## config.mk

```make
export PLATFORM = sky130hd
export DESIGN_NAME = prime_seq_ctrl
export DESIGN_NICKNAME = d
export VERILOG_FILES = /design/src/rtl/prime_seq_ctrl.sv
export SDC_FILE = /design/constraint.sdc
export NUM_CORES = 1
export LEC_CHECK = 0
export ABC_AREA = 1
export BUFFER_PORTS_ARGS = -buffer_cell sky130_fd_sc_hd__buf_4
export CAP_MARGIN = 20
export CELL_PAD_IN_SITES_DETAIL_PLACEMENT = 0
export CELL_PAD_IN_SITES_GLOBAL_PLACEMENT = 1
export CORE_MARGIN = 3
export CORE_UTILIZATION = 30
export CTS_BUF_LIST = sky130_fd_sc_hd__clkbuf_4
export CTS_CLUSTER_SIZE = 10
export DETAILED_ROUTE_END_ITERATION = 6
export PLACE_DENSITY = 0.76
export SLEW_MARGIN = 15
export SYNTH_ARGS = -nofsm -noshare
export SYNTH_HDL_FRONTEND = slang
export SYNTH_SLANG_ARGS = --single-unit
```

## constraint.sdc

```tcl
create_clock -name clk -period 4.7 [get_ports clk]
set_input_delay 1.41 -clock clk [delete_from_list [all_inputs] [get_ports clk]]
set_output_delay 1.41 -clock clk [all_outputs]
set_load 0.03 [all_outputs]
```

## src/rtl/prime_seq_ctrl.sv

```systemverilog
`default_nettype none
// ============================================================================
//  Module      : prime_seq_ctrl
//  Description : Finds the N-th prime by walking candidates upward from 2 and
//                handing each one to a shared trial-division checker through
//                a request/acknowledge handshake. Checker-confirmed primes
//                are counted until the N-th is reached. If the candidate
//                range runs out first, the block reports overflow.
//  Ports       : clk, rst            - clock, synchronous active-high reset
//                start_i, abort_i    - command pulse / return-to-idle
//                n_i                 - requested prime index (1 -> 2)
//                busy_o, done_o      - search in progress / result strobe
//                prime_o, ovf_o      - result and range-exhausted flag
//                chk_req_o, chk_cand_o, chk_ack_i, chk_is_prime_i
//                                    - checker handshake
//  Revision    : 1.0  initial release
// ============================================================================
module prime_seq_ctrl #(
    parameter int W     = 8,
    parameter int IDX_W = 4
) (
    input  logic             clk,
    input  logic             rst,
    input  logic             start_i,
    input  logic             abort_i,
    input  logic [IDX_W-1:0] n_i,
    output logic             busy_o,
    output logic             done_o,
    output logic [W-1:0]     prime_o,
    output logic             ovf_o,
    output logic             chk_req_o,
    output logic [W-1:0]     chk_cand_o,
    input  logic             chk_ack_i,
    input  logic             chk_is_prime_i
);

    typedef enum logic [1:0] {
        S_IDLE = 2'd0,
        S_REQ  = 2'd1,
        S_NEXT = 2'd2,
        S_DONE = 2'd3
    } state_t;

    localparam logic [W-1:0] c_CAND_FIRST = W'(2);
    localparam logic [W-1:0] c_CAND_LAST  = {W{1'b1}};

    state_t             state_q, state_d;
    logic [IDX_W-1:0]   n_q, n_d;
    logic [IDX_W-1:0]   cnt_q, cnt_d;
    logic [W-1:0]       cand_q, cand_d;
    logic               isp_q, isp_d;
    logic [W-1:0]       prime_q, prime_d;
    logic               ovf_q, ovf_d;

    // Prime count compared one bit wider so cnt_q+1 cannot alias back to a
    // small index when cnt_q sits at its maximum.
    logic [IDX_W:0]     w_cnt_inc;
    logic               w_hit;

    assign w_cnt_inc = {1'b0, cnt_q} + (IDX_W+1)'(1);
    assign w_hit     = (w_cnt_inc == {1'b0, n_q});

    always_comb begin
        state_d = state_q;
        n_d     = n_q;
        cnt_d   = cnt_q;
        cand_d  = cand_q;
        isp_d   = isp_q;
        prime_d = prime_q;
        ovf_d   = ovf_q;

        if (abort_i) begin
            state_d = S_IDLE;
            prime_d = '0;
            ovf_d   = 1'b0;
        end else begin
            case (state_q)
                S_IDLE: begin
                    if (start_i) begin
                        prime_d = '0;
                        ovf_d   = 1'b0;
                        if (n_i != '0) begin
                            n_d     = n_i;
                            cnt_d   = '0;
                            cand_d  = c_CAND_FIRST;
                            state_d = S_REQ;
                        end else begin
                            // Index 0 has no prime: answer at once, no checker traffic.
                            state_d = S_DONE;
                        end
                    end
                end
                S_REQ: begin
                    if (chk_ack_i) begin
                        isp_d   = chk_is_prime_i;
                        state_d = S_NEXT;
                    end
                end
                S_NEXT: begin
                    if (isp_q && w_hit) begin
                        prime_d = cand_q;
                        state_d = S_DONE;
                    end else begin
                        if (isp_q) begin
                            cnt_d = w_cnt_inc[IDX_W-1:0];
                        end
                        // Exhaustion is tested before the increment so cand_q never wraps.
                        if (cand_q == c_CAND_LAST) begin
                            ovf_d   = 1'b1;
                            prime_d = '0;
                            state_d = S_DONE;
                        end else begin
                            cand_d  = cand_q + W'(1);
                            state_d = S_REQ;
                        end
                    end
                end
                S_DONE: begin
                    state_d = S_IDLE;
                end
                default: begin
                    state_d = S_IDLE;
                end
            endcase
        end
    end

    always_ff @(posedge clk) begin
        if (rst) begin
            state_q <= S_IDLE;
            n_q     <= '0;
            cnt_q   <= '0;
            cand_q  <= '0;
            isp_q   <= 1'b0;
            prime_q <= '0;
            ovf_q   <= 1'b0;
        end else begin
            state_q <= state_d;
            n_q     <= n_d;
            cnt_q   <= cnt_d;
            cand_q  <= cand_d;
            isp_q   <= isp_d;
            prime_q <= prime_d;
            ovf_q   <= ovf_d;
        end
    end

    // Outputs come only from the state register and data flops.
    assign busy_o     = (state_q != S_IDLE);
    assign done_o     = (state_q == S_DONE);
    assign chk_req_o  = (state_q == S_REQ);
    assign chk_cand_o = (state_q == S_REQ) ? cand_q : '0;
    assign prime_o    = prime_q;
    assign ovf_o      = ovf_q;

endmodule
`default_nettype wire

```

==> results.md, run 1 <==
* Largest stage delay on the critical path at 0.46 ns
* Path depth of the worst reg2reg path at 10
* Share of cells above drive strength 1 at 16.1%
* Synth area leader: dfxtp_1
* Yosys top cell area share at 34.7%
* Relative slew slack at 60.8%
* Endpoint class of the critical path: primary output
* Vias/cell at 4.47
* Hold path endpoint: n_q[0]
* #FFs+latches synth at 28
* TritonCTS clock tree: built
* Max-Cap Viols at 0
* R2R Path End: prime_o[0]
* GRT Util Overall at 13.3%
* Placer Congestion at 0.775
* Seq pwr share at 51.0%
* Buf/Inv on CP at 3
* Setup slack, reg-to-reg at 2.77 ns
* Final clock skew at 0.0129 ns
* Final hold violation count at 0
* RSZ-0062 raised after global routing: no
* H-tree levels at 1
* FF-to-FF Start: cnt_q[0]
* Power density over cell area at 266 nW/um^2
* Arrival @ worst endpoint at 1.74 ns
* Initial antenna violation count at 0
* Run status: finished clean
* Final Max Slew Viols at 0
* DRT Pass-1 Iters at 4
* Mean Syn Cell Area at 6.31 sq um
* Setup violations, final at 0
* DRC at 0
* Synth Warn # at 0
* Clock sink count at 28
* CP max stage cell: dfxtp_1
* Post-synthesis instance total at 256
* Die Y-Extent at 79.4 microns
* Synthesized area at 1620 sq um
* Setup TNS at 0 ns
* Clk slew on worst S/H paths at 0.16 ns
* Antenna cells at 0
* Top Family by Delay on Critical Path: buffers and inverters
* Clock share of power at 32.3%
* Switching pwr at 0.000151 W
* Syn_nets at 268
* Total CTS buffers at 3
* Sequence of cells on the critical path: inv_1 -> nor2_1 -> clkinv_1 -> nor2_1 -> buf_4
* Final HPWL DP at 3.03 mm
* Final wirelength at 3.98 mm
* Ranking of synthesized cells by area: dfxtp_1 35%, nand2_1 13%, nor2_1 9.8%, inv_1 8.1%, nand3_1 6.8%
* Crit Path Category: reg2out
* Die Area at 6310 sq um
* Port Buf Inserts at 29
* Maximum root-to-sink buffer count at 2
* Hold Crit Class: reg2reg
* Launch point of the critical path: state_q[0]
* Lkg Pwr at 0.902 nW
* Iter 0 DRT Violations at 90
* Most used cell along the critical path: nor2_1
* Setup crit start kind: register
* DR WL/cell at 11.2 microns
* Comb power frac at 16.7%
* Worst vdd ir at 0.113 mV
* Cts hold-fix bufs at 0
* Overall power at 0.000517 W
* Critical Path Fanout Max at 9
* Root buffer cell: clkbuf_4
* Via count at 1587
* Worst-Skew Late Latency at 0.35 ns
* Vias in the first global route at 1495
* Core box area at 5170 sq um
* Antenna-violating nets left at 0
* Period minus WS final at 3.15 ns
* Internal at 0.000366 W
* Register area share after synthesis at 34.7%
* Overflow left after global routing at 0
* Synth cell types at 25
* First-pass GRT wire length at 6.82 mm
* # IOs at 30
* Area grow syn2layout at 20.0%
* Largest net degree at the start of global routing at 21
* Sw frac at 29.1%
* Post-CTS setup buffers at 0
* Chip Width at 79.4 microns
* Hold Path Cell Cnt at 2
* Final #Nets at 298
* Starting Density at 31.3%
* Tightest Pin Transition at 0.585 ns
* FP Rows at 26
* Final Cycle Share at 67.0%
* Max frequency at 317 MHz
* Hold_sp: n_q[0]
* Post-CTS sizing at 0
* Levels on crit path at 5
* Worst endpoint required time at 3.29 ns
-- routing by layer --
| metal | global-route usage, % | share of wire (%) |
|---|---|---|
| met1 | 18.7 | 52 |
| met2 | 21.3 | 44 |
| met3 | 1.47 | 3.3 |
| met4 | 4.12 | 0.75 |
| met5 | 0 | 0 |
-- worst min-delay path: cells and delay by family, from the launching register on --
family,cells,cell delay [ns]
compound gates,1,0.06
buf+inv,1,0.07
flops,1,0.34
-- cells in the mapped netlist --
master	instances
nor2_2	1
inv_1	35
dfxtp_1	28
nor2_1	42
clkinv_1	5
nor3_1	2
nand3_2	1
buf_6	2
nand2_1	56
a31oi_1	1
nand2_2	1
clkinv_2	1
nand3_1	22
ha_1	2
inv_2	5
nor4_1	1
clkbuf_1	1
and3_1	1
nand3_4	2
buf_4	1
nand4_1	13
a21oi_1	18
o21ai_1	1
nor2_4	2
o21ai_0	12
-- kinds of logic after synthesis --
group	after synthesis	synth area share, %
AO/OA/AOI/OAI	32	9.98
adder cells (fa/ha/maj)	2	1.55
buffers and inverters	50	12.8
AND/OR/NAND/NOR	144	40.9
flip-flops	28	34.7
-- worst max-delay path by stage --
stage | to
finish | chk_cand_o[3]
global route | chk_cand_o[7]
CTS | chk_cand_o[3]
detailed placement | chk_cand_o[3]
global placement | chk_cand_o[7]
floorplan | chk_cand_o[0]
-- area by class of cell --
class | instances | area (sq um)
clock buffer | 3 | 22.5
clock inverter | 1 | 30.0
fill | 570 | 3230
inverter | 46 | 174
multi-input combinational | 178 | 848
sequential | 28 | 561
tap | 70 | 87.6
timing repair buffer | 29 | 218
-- registers in the layout (all words and copies together), names as in the netlist --
| signal | flops |
|---|---|
| isp_q | 1 |
| ovf_o | 1 |
| state_q | 2 |
| cnt_q | 4 |
| cand_q | 8 |
| n_q | 4 |
| prime_o | 8 |
-- through the flow --
step / utilization, % / hold WS [ns] / instance area (sq um) / instances / worst slack, ns
6_report: 37.5 / 0.493 / 1940 / 355 / 1.55
5_1_grt: 37.5 / 0.514 / 1940 / 355 / 1.25
4_1_cts: 37.5 / 0.491 / 1940 / 355 / 1.49
3_5_place_dp: 36.5 / 0.468 / 1890 / 351 / 1.90
3_3_place_gp: 36.5 / 0.458 / 1890 / 351 / 1.95
2_1_floorplan: - / 0.443 / 1620 / 256 / 1.46
-- cells in the final DEF, fill, tap and decap left out, types with 2 or more instances in the layout --
| cell type | count |
|---|---|
| a21oi_1 | 18 |
| buf_4 | 29 |
| clkbuf_4 | 3 |
| clkinv_1 | 5 |
| dfxtp_1 | 28 |
| ha_1 | 2 |
| inv_1 | 35 |
| inv_2 | 5 |
| nand2_1 | 56 |
| nand3_1 | 22 |
| nand3_4 | 2 |
| nand4_1 | 13 |
| nor2_1 | 42 |
| nor2_4 | 2 |
| nor3_1 | 2 |
| o21ai_0 | 12 |
-- power groups by stage --
stage,clock (W),combinational [W],sequential [W]
floorplan,0,0.0000639,0.000265
global placement,0,0.0000877,0.000268
detailed placement,0,0.0000872,0.000268
CTS,0.000172,0.0000877,0.000263
global route,0.000180,0.0000995,0.000265
finish,0.000167,0.0000865,0.000263
(Power assumes the default switching activity.)
==> inputs of run 2 (changes only) <==
--- a/config.mk
+++ b/config.mk
@@ -5,7 +5,7 @@
 export SDC_FILE = /design/constraint.sdc
 export NUM_CORES = 1
 export LEC_CHECK = 0
-export ABC_AREA = 1
+export ABC_AREA = 0
 export BUFFER_PORTS_ARGS = -buffer_cell sky130_fd_sc_hd__buf_4
 export CAP_MARGIN = 20
 export CELL_PAD_IN_SITES_DETAIL_PLACEMENT = 0
@@ -15,7 +15,7 @@
 export CTS_BUF_LIST = sky130_fd_sc_hd__clkbuf_4
 export CTS_CLUSTER_SIZE = 10
 export DETAILED_ROUTE_END_ITERATION = 6
-export PLACE_DENSITY = 0.76
+export PLACE_DENSITY = 0.71
 export SLEW_MARGIN = 15
 export SYNTH_ARGS = -nofsm -noshare
 export SYNTH_HDL_FRONTEND = slang
==> constraint.sdc (replaced) <==
create_clock -name clk -period 3.2 [get_ports clk]
set_input_delay 0.96 -clock clk [delete_from_list [all_inputs] [get_ports clk]]
set_output_delay 0.96 -clock clk [all_outputs]
set_load 0.03 [all_outputs]
==> results.md, run 2 <==
* Chip Width at 77.2 microns (-2.7%)
* Final hold violation count at 0 (unchanged)
* Final clock skew at 0.00635 ns (-0.00659 ns)
* Initial antenna violation count at 0 (unchanged)
* Maximum root-to-sink buffer count at 2 (unchanged)
* Uppermost layer routed: met4
* Worst-Skew Late Latency at 0.33 ns (-0.02 ns)
* Synth cell count leaders: 28 x dfxtp_1, 14 x nand2_1, 10 x and2_1, 10 x nor2_1, 8 x a22o_1
* DRT Pass-1 Iters at 4 (unchanged)
* Run status: finished clean
* Endpoint class of the critical path: primary output
* GRT Util Overall at 12.3% (-0.97 points)
* Syn_nets at 176 (-34%)
* Power density over cell area at 320 nW/um^2 (+20%)
* Clk slew on worst S/H paths at 0.16 ns (about the same)
* Synth cell types at 57 (+130%)
* Asr flop ratio synth at 0% (unchanged)
* Placed Instances at 252 (-28%)
* Period minus WS final at 2.78 ns
* TritonCTS clock tree: built
* Relative slew slack at 59.7% (-1.1 points)
* Vias in the first global route at 1241 (-17%)
* Clock sink count at 28 (unchanged)
* Share of cells above drive strength 1 at 25.4% (+9.3 points)
* Top Family by Delay on Critical Path: simple AND/OR/NAND/NOR gates
* Die Area at 5970 sq um (-5.4%)
* Post-synthesis instance total at 164 (-36%)
* Most frequent cells in the layout: 29 x buf_4, 28 x dfxtp_1, 14 x nand2_1
* H-tree levels at 1 (unchanged)
* Crit Path Category: reg2out
* Max-Cap Viols at 0 (unchanged)
* Most common cell after layout, fill and taps aside: buf_4
* CP max stage cell: nor2b_1
* First-pass GRT wire length at 6.11 mm (-10%)
* Port Buf Inserts at 29 (unchanged)
* Largest net degree at the start of global routing at 16 (-24%)
* Starting Density at 31.6% (+0.36 points)
* Tightest Pin Transition at 0.603 ns (+0.0176 ns)
* Max frequency at 360 MHz
* Wire length on met3 at 102 microns (-22%)
* Ranking of synthesized cells by area: dfxtp_1 37%, a22o_1 4.6%, and2_1 4.1%, mux2i_1 3.9%, nand2_1 3.5%
* Metal2 WL at 1.63 mm (-7.3%)
* Total CTS buffers at 3 (unchanged)
* Root buffer cell: clkbuf_4
* Largest stage delay on the critical path at 0.56 ns (+0.10 ns)
* Vias/cell at 4.95 (+11%)
* Sequence of cells on the critical path: nor2b_1 -> and2_1 -> buf_4
* Antenna cells at 0 (unchanged)
* Register area at 561 sq um (unchanged)
* Top-count cell post-synth: dfxtp_1
* DR WL/cell at 14.1 microns (+26%)
* Final Cycle Share at 86.8%
* DRC at 0 (unchanged)
* Worst endpoint required time at 2.24 ns (-1.05 ns)
* Setup TNS at 0 ns (unchanged)
* Core box area at 4820 sq um (-6.9%)
* Critical Path Fanout Max at 10 (+1)
* Post-Route M1 WL at 1.84 mm (-11%)
* Cell Count, Final, Fillers Out at 256 (-28%)
* Area grow syn2layout at 18.6%
* Post-CTS setup buffers at 0 (unchanged)
* Final HPWL DP at 2.75 mm (-9.3%)
* Post-synth top flop: dfxtp_1
* #FFs+latches synth at 28 (unchanged)
* Fillers at 522 (-8.4%)
* Worst vdd ir at 0.129 mV (+15%)
* Synth Warn # at 0 (unchanged)
* Buf/Inv on CP at 1 (-2)
* # IOs at 30 (unchanged)
* Placer Congestion at 0.740 (-4.5%)
* Final #Nets at 202 (-32%)
* Lkg Pwr at 0.781 nW (-13%)
* Iter 0 DRT Violations at 85 (-5.6%)
* Die Y-Extent at 77.2 microns (-2.7%)
* Post-synth EDFFs at 0 (unchanged)
* Hold Crit Class: reg2reg
* RSZ-0062 raised after global routing: no
* FP Rows at 25 (-3.8%)
* Post-CTS sizing at 0 (unchanged)
* Setup crit start kind: register
* Overflow left after global routing at 0 (unchanged)
* Synthesized area at 1520 sq um (-5.8%)
* Register area share after synthesis at 36.8% (+2.1 points)
* Yosys top cell area share at 36.8% (+2.1 points)
* Setup violations, final at 0 (unchanged)
* Cts hold-fix bufs at 0 (unchanged)
* Overall power at 0.000577 W (+12%)
* Area of the multi-input gates at 906 sq um (+6.8%)
* Final Max Slew Viols at 0 (unchanged)
* Arrival @ worst endpoint at 1.82 ns (+0.08 ns)
* Mean Syn Cell Area at 9.28 sq um (+47%)
* Antenna-violating nets left at 0 (unchanged)
* Via count at 1268 (-20%)
* Final wirelength at 3.62 mm (-9.1%)
* Core Util, Final at 37.5% (-0.038 points)
* Synth area leader: dfxtp_1
==> run 2: power breakdown <==
group	switching (W)	internal [W]	total (W)
sequential	0.00000626	0.000354	0.000360
clock	0.000109	0.0000459	0.000154
combinational	0.0000362	0.0000265	0.0000627
total	0.000151	0.000426	0.000577
==> run 2: worst reg2reg max path: cells and delay by family (launching register included) <==
kind            cells  cell delay [ns]
flops               1             0.57
compound gates      2             0.52
simple gates        3             1.00
==> run 2: worst paths after layout <==
path                   start       endpoint  slack, ns  depth (start not counted)
hold reg to reg   prime_o[6]     prime_o[6]       0.49                          1
setup reg to reg  state_q[1]      cand_q[7]       1.07                          5
setup / recovery  state_q[0]  chk_cand_o[1]       0.42                          3
hold / removal    prime_o[6]     prime_o[6]       0.49                          1
==> run 2: through the flow <==
stage	setup slack (ns)	instance area, sq um	hold slack, ns
6_report	0.422	1810	0.494
5_1_grt	0.237	1810	0.524
4_1_cts	0.403	1810	0.499
3_5_place_dp	0.699	1780	0.459
3_3_place_gp	0.692	1780	0.459
2_1_floorplan	0.850	1520	0.464
==> run 2: final cells by class <==
type	count	area share, %
clock buffers	3	1.25
flip-flops and latches	28	31.0
multi-input cells	125	50.2
well taps	67	4.64
clock inverters	1	0.208
inverters	3	0.624
repair buffers	29	12.1
==> run 2: logic make-up (layout without fill, tap and decap cells) <==
group,Yosys count,count (layout),synth area share [%]
adder cells (fa/ha/maj),2,2,1.64
AND/OR/NAND/NOR,73,73,29.6
flip-flops,28,28,36.8
buffers and inverters,11,36,3.70
XOR/XNOR,6,6,3.94
multiplexers,6,6,3.94
AO/OA/AOI/OAI,38,38,20.4
==> run 2: metal layers <==
metal  global-route usage [%]  up-vias
li1                         -      661
met1                     17.1      589
met2                     19.7       14
met3                     1.76        4
met4                     3.74        0
met5                        0        -
